==> config.mk <==
export PLATFORM = sky130hd
export DESIGN_NAME = hb_read_capture_flat
export DESIGN_NICKNAME = d
export VERILOG_FILES = /design/src/rtl/hb_read_capture_if.sv /design/src/rtl/hb_read_capture.sv /design/src/flat_wrapper.sv
export SDC_FILE = /design/constraint.sdc
export NUM_CORES = 1
export LEC_CHECK = 0
export ABC_AREA = 0
export CAP_MARGIN = 20
export CORE_MARGIN = 4
export CORE_UTILIZATION = 43
export DETAILED_ROUTE_END_ITERATION = 12
export GPL_TIMING_DRIVEN = 0
export PLACE_DENSITY = 0.78
export REMOVE_ABC_BUFFERS = 1
export SLEW_MARGIN = 25
export SYNTH_ARGS = -nofsm -noshare
export SYNTH_HDL_FRONTEND = slang
export SYNTH_SLANG_ARGS = --single-unit
==> constraint.sdc <==
create_clock -name wb_clk_i -period 5.25 [get_ports wb_clk_i]
set_input_delay 1.3125 -clock wb_clk_i [delete_from_list [all_inputs] [get_ports wb_clk_i]]
set_output_delay 1.3125 -clock wb_clk_i [all_outputs]
set_load 0.005 [all_outputs]
==> src/rtl/hb_read_capture_if.sv <==
// hb_read_capture_if
//   Groups the HyperBus read-data inputs and the captured-word valid/ready
//   handshake of hb_read_capture.
//   rwds_i       : RWDS, already synchronised to the system clock
//   dq_i         : DQ byte, aligned with rwds_i
//   word_o       : captured 32-bit word
//   word_valid_o : word_o holds a word not yet accepted
//   word_ready_i : consumer accepts word_o
//   slave  modport : the capture block
//   master modport : the pad side plus the word consumer
interface hb_read_capture_if;
  logic        rwds_i;
  logic [7:0]  dq_i;
  logic [31:0] word_o;
  logic        word_valid_o;
  logic        word_ready_i;

  modport slave (
    input  rwds_i,
    input  dq_i,
    input  word_ready_i,
    output word_o,
    output word_valid_o
  );

  modport master (
    output rwds_i,
    output dq_i,
    output word_ready_i,
    input  word_o,
    input  word_valid_o
  );
endinterface

==> src/rtl/hb_read_capture.sv <==
// hb_read_capture
//   HyperBus read-data capture. After start_i it turns every RWDS transition
//   into a DQ byte, packs four bytes into a 32-bit word and offers each word
//   on a valid/ready handshake. A watchdog aborts the burst when RWDS stops
//   toggling for TIMEOUT_CYCLES consecutive cycles.
//   wb_clk_i        : system clock, rising edge
//   wb_rstn_i       : synchronous reset, active-low
//   start_i         : one-cycle pulse starting a burst (ignored while busy)
//   burst_len_i     : number of words in the burst, sampled with start_i
//   bus             : RWDS/DQ inputs and the word handshake (slave side)
//   busy_o          : burst in progress (CAPTURE or DRAIN)
//   done_o          : one-cycle pulse when a burst completes
//   hb_read_timeout : sticky, RWDS stalled during capture
//   overrun_o       : sticky, a completed word found the output still full
module hb_read_capture #(
  parameter int TIMEOUT_CYCLES = 64,
  parameter int CNT_W          = 8,
  parameter int LEN_W          = 8
) (
  input  logic              wb_clk_i,
  input  logic              wb_rstn_i,
  input  logic              start_i,
  input  logic [LEN_W-1:0]  burst_len_i,
  hb_read_capture_if.slave  bus,
  output logic              busy_o,
  output logic              done_o,
  output logic              hb_read_timeout,
  output logic              overrun_o
);

  typedef enum logic [1:0] {
    IDLE    = 2'd0,
    CAPTURE = 2'd1,
    DRAIN   = 2'd2
  } state_t;

  localparam logic [CNT_W-1:0] WDOG_LIMIT = CNT_W'(TIMEOUT_CYCLES);

  state_t            state_q, state_d;
  logic              rwds_q;
  logic [1:0]        byte_idx_q, byte_idx_d;
  logic [CNT_W-1:0]  wdog_q, wdog_d;
  logic [LEN_W-1:0]  words_left_q, words_left_d;
  logic [31:0]       asm_q, asm_d;
  logic [31:0]       word_q, word_d;
  logic              word_valid_q, word_valid_d;
  logic              done_q, done_d;
  logic              timeout_q, timeout_d;
  logic              overrun_q, overrun_d;

  logic              rwds_edge;
  logic              handshake;
  logic [CNT_W-1:0]  wdog_next;

  // Saturating increment: the watchdog must never wrap back to a small value.
  function automatic logic [CNT_W-1:0] wdog_inc(input logic [CNT_W-1:0] v);
    return (v == {CNT_W{1'b1}}) ? v : v + CNT_W'(1);
  endfunction

  assign rwds_edge = (bus.rwds_i != rwds_q);
  assign handshake = word_valid_q & bus.word_ready_i;
  assign wdog_next = wdog_inc(wdog_q);

  always_comb begin
    state_d      = state_q;
    byte_idx_d   = byte_idx_q;
    wdog_d       = wdog_q;
    words_left_d = words_left_q;
    asm_d        = asm_q;
    word_d       = word_q;
    word_valid_d = word_valid_q;
    done_d       = 1'b0;
    timeout_d    = timeout_q;
    overrun_d    = overrun_q;

    // An accepted word frees the output register; a load below overrides.
    if (handshake) begin
      word_valid_d = 1'b0;
    end

    unique case (state_q)
      IDLE: begin
        if (start_i) begin
          if (burst_len_i != '0) begin
            words_left_d = burst_len_i;
            byte_idx_d   = 2'd0;
            wdog_d       = '0;
            timeout_d    = 1'b0;
            overrun_d    = 1'b0;
            state_d      = CAPTURE;
          end else begin
            done_d = 1'b1;
          end
        end
      end

      CAPTURE: begin
        if (rwds_edge) begin
          // HyperBus delivers each 16-bit half big-endian, low half first.
          unique case (byte_idx_q)
            2'd0: asm_d[15:8]  = bus.dq_i;
            2'd1: asm_d[7:0]   = bus.dq_i;
            2'd2: asm_d[31:24] = bus.dq_i;
            2'd3: asm_d[23:16] = bus.dq_i;
            default: asm_d = asm_q;
          endcase
          byte_idx_d = byte_idx_q + 2'd1;
          wdog_d     = '0;
          if (byte_idx_q == 2'd3) begin
            if (!word_valid_q || handshake) begin
              word_d       = {asm_q[31:24], bus.dq_i, asm_q[15:0]};
              word_valid_d = 1'b1;
            end else begin
              overrun_d = 1'b1;
            end
            words_left_d = words_left_q - LEN_W'(1);
            if (words_left_q == LEN_W'(1)) begin
              state_d = DRAIN;
            end
          end
        end else begin
          wdog_d = wdog_next;
          // Abort without done_o; any pending word stays offered.
          if (wdog_next == WDOG_LIMIT) begin
            timeout_d = 1'b1;
            state_d   = IDLE;
          end
        end
      end

      DRAIN: begin
        if (!word_valid_q || handshake) begin
          done_d  = 1'b1;
          state_d = IDLE;
        end
      end

      default: state_d = IDLE;
    endcase
  end

  always_ff @(posedge wb_clk_i) begin
    if (!wb_rstn_i) begin
      state_q      <= IDLE;
      rwds_q       <= 1'b0;
      byte_idx_q   <= 2'd0;
      wdog_q       <= '0;
      words_left_q <= '0;
      word_q       <= '0;
      word_valid_q <= 1'b0;
      done_q       <= 1'b0;
      timeout_q    <= 1'b0;
      overrun_q    <= 1'b0;
    end else begin
      state_q      <= state_d;
      rwds_q       <= bus.rwds_i;
      byte_idx_q   <= byte_idx_d;
      wdog_q       <= wdog_d;
      words_left_q <= words_left_d;
      word_q       <= word_d;
      word_valid_q <= word_valid_d;
      done_q       <= done_d;
      timeout_q    <= timeout_d;
      overrun_q    <= overrun_d;
    end
  end

  // The assembly register is pure data: every byte is rewritten before use.
  always_ff @(posedge wb_clk_i) begin
    asm_q <= asm_d;
  end

  assign busy_o           = (state_q != IDLE);
  assign done_o           = done_q;
  assign hb_read_timeout  = timeout_q;
  assign overrun_o        = overrun_q;
  assign bus.word_o       = word_q;
  assign bus.word_valid_o = word_valid_q;

endmodule
==> src/flat_wrapper.sv <==
// flat-port wrapper written by rule: the top's interface ports become plain ports
module hb_read_capture_flat 
#(
  parameter int TIMEOUT_CYCLES = 64,
  parameter int CNT_W          = 8,
  parameter int LEN_W          = 8
)
  (wb_clk_i, wb_rstn_i, start_i, burst_len_i, busy_o, done_o, hb_read_timeout, overrun_o, bus_rwds_i, bus_dq_i, bus_word_ready_i, bus_word_o, bus_word_valid_o);
  hb_read_capture_if bus_i ();
  input  logic wb_clk_i;
  input  logic wb_rstn_i;
  input  logic start_i;
  input  logic [LEN_W-1:0] burst_len_i;
  output logic busy_o;
  output logic done_o;
  output logic hb_read_timeout;
  output logic overrun_o;
  input wire logic [$bits(bus_i.rwds_i)-1:0] bus_rwds_i;
  input wire logic [$bits(bus_i.dq_i)-1:0] bus_dq_i;
  input wire logic [$bits(bus_i.word_ready_i)-1:0] bus_word_ready_i;
  output wire logic [$bits(bus_i.word_o)-1:0] bus_word_o;
  output wire logic [$bits(bus_i.word_valid_o)-1:0] bus_word_valid_o;
  assign bus_i.rwds_i = bus_rwds_i;
  assign bus_i.dq_i = bus_dq_i;
  assign bus_i.word_ready_i = bus_word_ready_i;
  assign bus_word_o = bus_i.word_o;
  assign bus_word_valid_o = bus_i.word_valid_o;
  hb_read_capture #(.TIMEOUT_CYCLES(TIMEOUT_CYCLES), .CNT_W(CNT_W), .LEN_W(LEN_W)) u_core (.wb_clk_i(wb_clk_i), .wb_rstn_i(wb_rstn_i), .start_i(start_i), .burst_len_i(burst_len_i), .bus(bus_i), .busy_o(busy_o), .done_o(done_o), .hb_read_timeout(hb_read_timeout), .overrun_o(overrun_o));
endmodule
==> summary.md <==
| Metric | Value |
|---|---|
| Outcome | finished, final reports clean |
| Synthesis warning total | 0 |
| Post-synthesis cell area | 3390 um2 |
| Area of the die | 9380 um2 |
| Finish-stage setup viols | 0 |
| Antenna Nets Post-Route | 0 |
| CP Max Fanout | 17 |
| ANT cells | 0 |
| Tcrit/Tclk final | 68.5% |
| Total Wirelength | 7290 um |
| RSZ-0062 raised after global routing | no |
| First-pass GRT wire length | 12200 um |
| Clock-pin transition on the worst setup and hold timing paths | 80 ps |
| CTS resizes | 0 |
| RePlAce Congestion | 0.890 |
| Most common cell after layout, fill and taps aside | nand2_1 |
| Synth top area cells | dfxtp_1, edfxtp_1, nand2_1 |
| Die width | 96.8 um |
| Total CTS buffers | 9 |
| Most used DFF post-synth | dfxtp_1 |
| Via count | 2671 |
| Mapped Cells | 356 |
| Nets@finish | 429 |
| DR WL/cell | 14.4 um |
| Synth unique cells | 52 |
| GR Util All Layers | 15.9% |
| Port Buffers | 57 |
| Die Height | 96.8 um |
| Grt total ovfl | 0 |
| CP startpoint kind | primary input |
| Initial DRC Count | 105 |
| Initial antenna violation count | 0 |
| Hold Vio Cnt, Final | 0 |
| Sequential-to-total area share from yosys stat | 54.9% |
| Fin. max-slew vios | 0 |
| Setup crit end kind | flip-flop |
| Core area | 7690 um2 |
| Ports | 58 |
| Share of cells above drive strength 1 | 7.88% |
| Post-Layout Cell Count | 508 |
| DRC Markers | 0 |
| Area leader, netlist | dfxtp_1 |
| Tmin final | 3600 ps |
| Maximum buffer depth of the clock tree | 2 |
| Synth top area share | 33.6% |
| Syn Area/Cell | 9.53 um2 |
| Vias in the first global route | 2571 |
| Worst Slack Setup Final | 1650 ps |
| Fmax | 278 MHz |
| Hold-fix buffers, CTS | 0 |
| Worst Hold Class | reg2reg |
| Headroom to the max-slew limit | 45.9% |
| Fill cells | 689 |
| Largest net degree at the start of global routing | 40 |
| FP Rows | 32 |
| Layout area overhead | 24.0% |
| H-tree levels | 3 |
| Least-Margin Pin Slew | 811 ps |
| Final Skew | 7.89 ps |
| VDD IR max | 152 uV |
| Initial core utilization | 44.1% |
| Crit Path Class | in2reg |
| Post-CTS Setup Bufs | 0 |
| Post-synth ARST share | 0% |
| Pwr Density | 320 nW/um2 |
| Clock net sink count | 81 |
| CTS tree | built |
| Dpl hpwl | 4860 um |
| Clk_lat worst skew | 350 ps |
| Clk Tree Root Cell | clkbuf_8 |
| Max-cap violations | 0 |
| Setup TNS | 0 ps |
| Register bit total from synthesis | 81 |
| LEAKAGE | 0.00142 uW |
| Commonest cells after routing, fill and taps aside | nand2_1, dfxtp_1, clkdlybuf4s50_1 |
| TritonRoute pass-1 iters | 4 |
| Post-synth EDFFs | 24 |
| Worst EP required | 5490 ps |
| Vias per cell | 5.26 |
| Placed cell count | 492 |
| Pre-CTS WS | 1290 ps |
| WP data arrival | 3840 ps |
per-stage QoR:
step                      total power, uW  util (%)  instance area, um2  hold WS (ps)
final                                1350      54.7                4210           461
after global routing                 1400      54.7                4210           469
after CTS                            1350      54.7                4200           461
after detailed placement              869      51.9                3990           450
after global placement                862      51.9                3990           442
after floorplan                       810         -                3290           447
Yosys cell counts (2+ instances only):
master and count:
nor3_1 3, a211oi_1 2, dfxtp_1 57, o211ai_1 2, nand2b_1 2, nor2b_1 5, nand4_1 3, o221a_1 2
edfxtp_1 24, a31o_2 2, a31oi_1 4, nand2_1 82, and2_1 2, clkbuf_1 16, o21ai_0 5, o221a_2 5
a21boi_0 16, or2_2 2, nand3_1 9, buf_2 5, ha_1 7, nor3b_1 4, xor2_1 2, inv_1 6
o31ai_1 2, and3_1 7, a21oi_1 32, nor2_1 22, or4_4 2, xnor2_1 2
layout make-up:
cell class	instances	area (um2)	area share [%]
timing repair buffer	57	566	13.4
clock inverter	7	92.6	2.20
sequential	81	1860	44.2
tap	102	128	3.03
clock buffer	9	124	2.94
multi-input combinational	246	1410	33.6
inverter	6	22.5	0.535
sequential cells by signal (all words and copies together), names as in the netlist:
signal,cells
u_core.asm_q,24
u_core.bus.word_o,32
u_core.bus.word_valid_o,1
u_core.byte_idx_q,2
u_core.done_o,1
u_core.hb_read_timeout,1
u_core.overrun_o,1
u_core.rwds_q,1
u_core.state_q,2
u_core.wdog_q,8
u_core.words_left_q,8
critical path: stages:
cell             delay (ps)
clkdlybuf4s50_1         460
or4_4                   600
o311ai_4                530
or2_1                   560
nor2_1                  110
o221a_2                 260
report_power, final:
part / internal (uW) / total, uW / leakage, uW / switching (uW)
clock network: 267 / 491 / 0.000105 / 224
registers: 668 / 688 / 0.000679 / 20.3
logic: 67.9 / 168 / 0.000635 / 99.8
cell families after synthesis:
family	count (synthesis)	share of synthesized area, %
buffers and inverters	29	3.72
XOR/XNOR	4	1.03
adder cells (fa/ha/maj)	7	2.58
AO/OA/AOI/OAI	87	18.0
flip-flops	81	54.9
AND/OR/NAND/NOR	148	19.8
routing by layer:
layer	vias up	GRT usage [%]	share of wire [%]
met3	11	3.17	4.6
met2	76	26.9	48
met4	0	6.16	1.5
met5	-	0	0
met1	1247	19.9	46
li1	1337	-	-
path summary, 6_finish.rpt:
path         slack, ps                  start                endpoint  cells past startpoint
min                460  u_core.bus.word_o[16]   u_core.bus.word_o[16]                      2
min reg2reg        460  u_core.bus.word_o[16]   u_core.bus.word_o[16]                      2
max reg2reg       2850      u_core.state_q[0]   u_core.bus.word_o[14]                      5
max               1650         burst_len_i[0]  u_core.words_left_q[3]                      6
(Power assumes the default switching activity.)
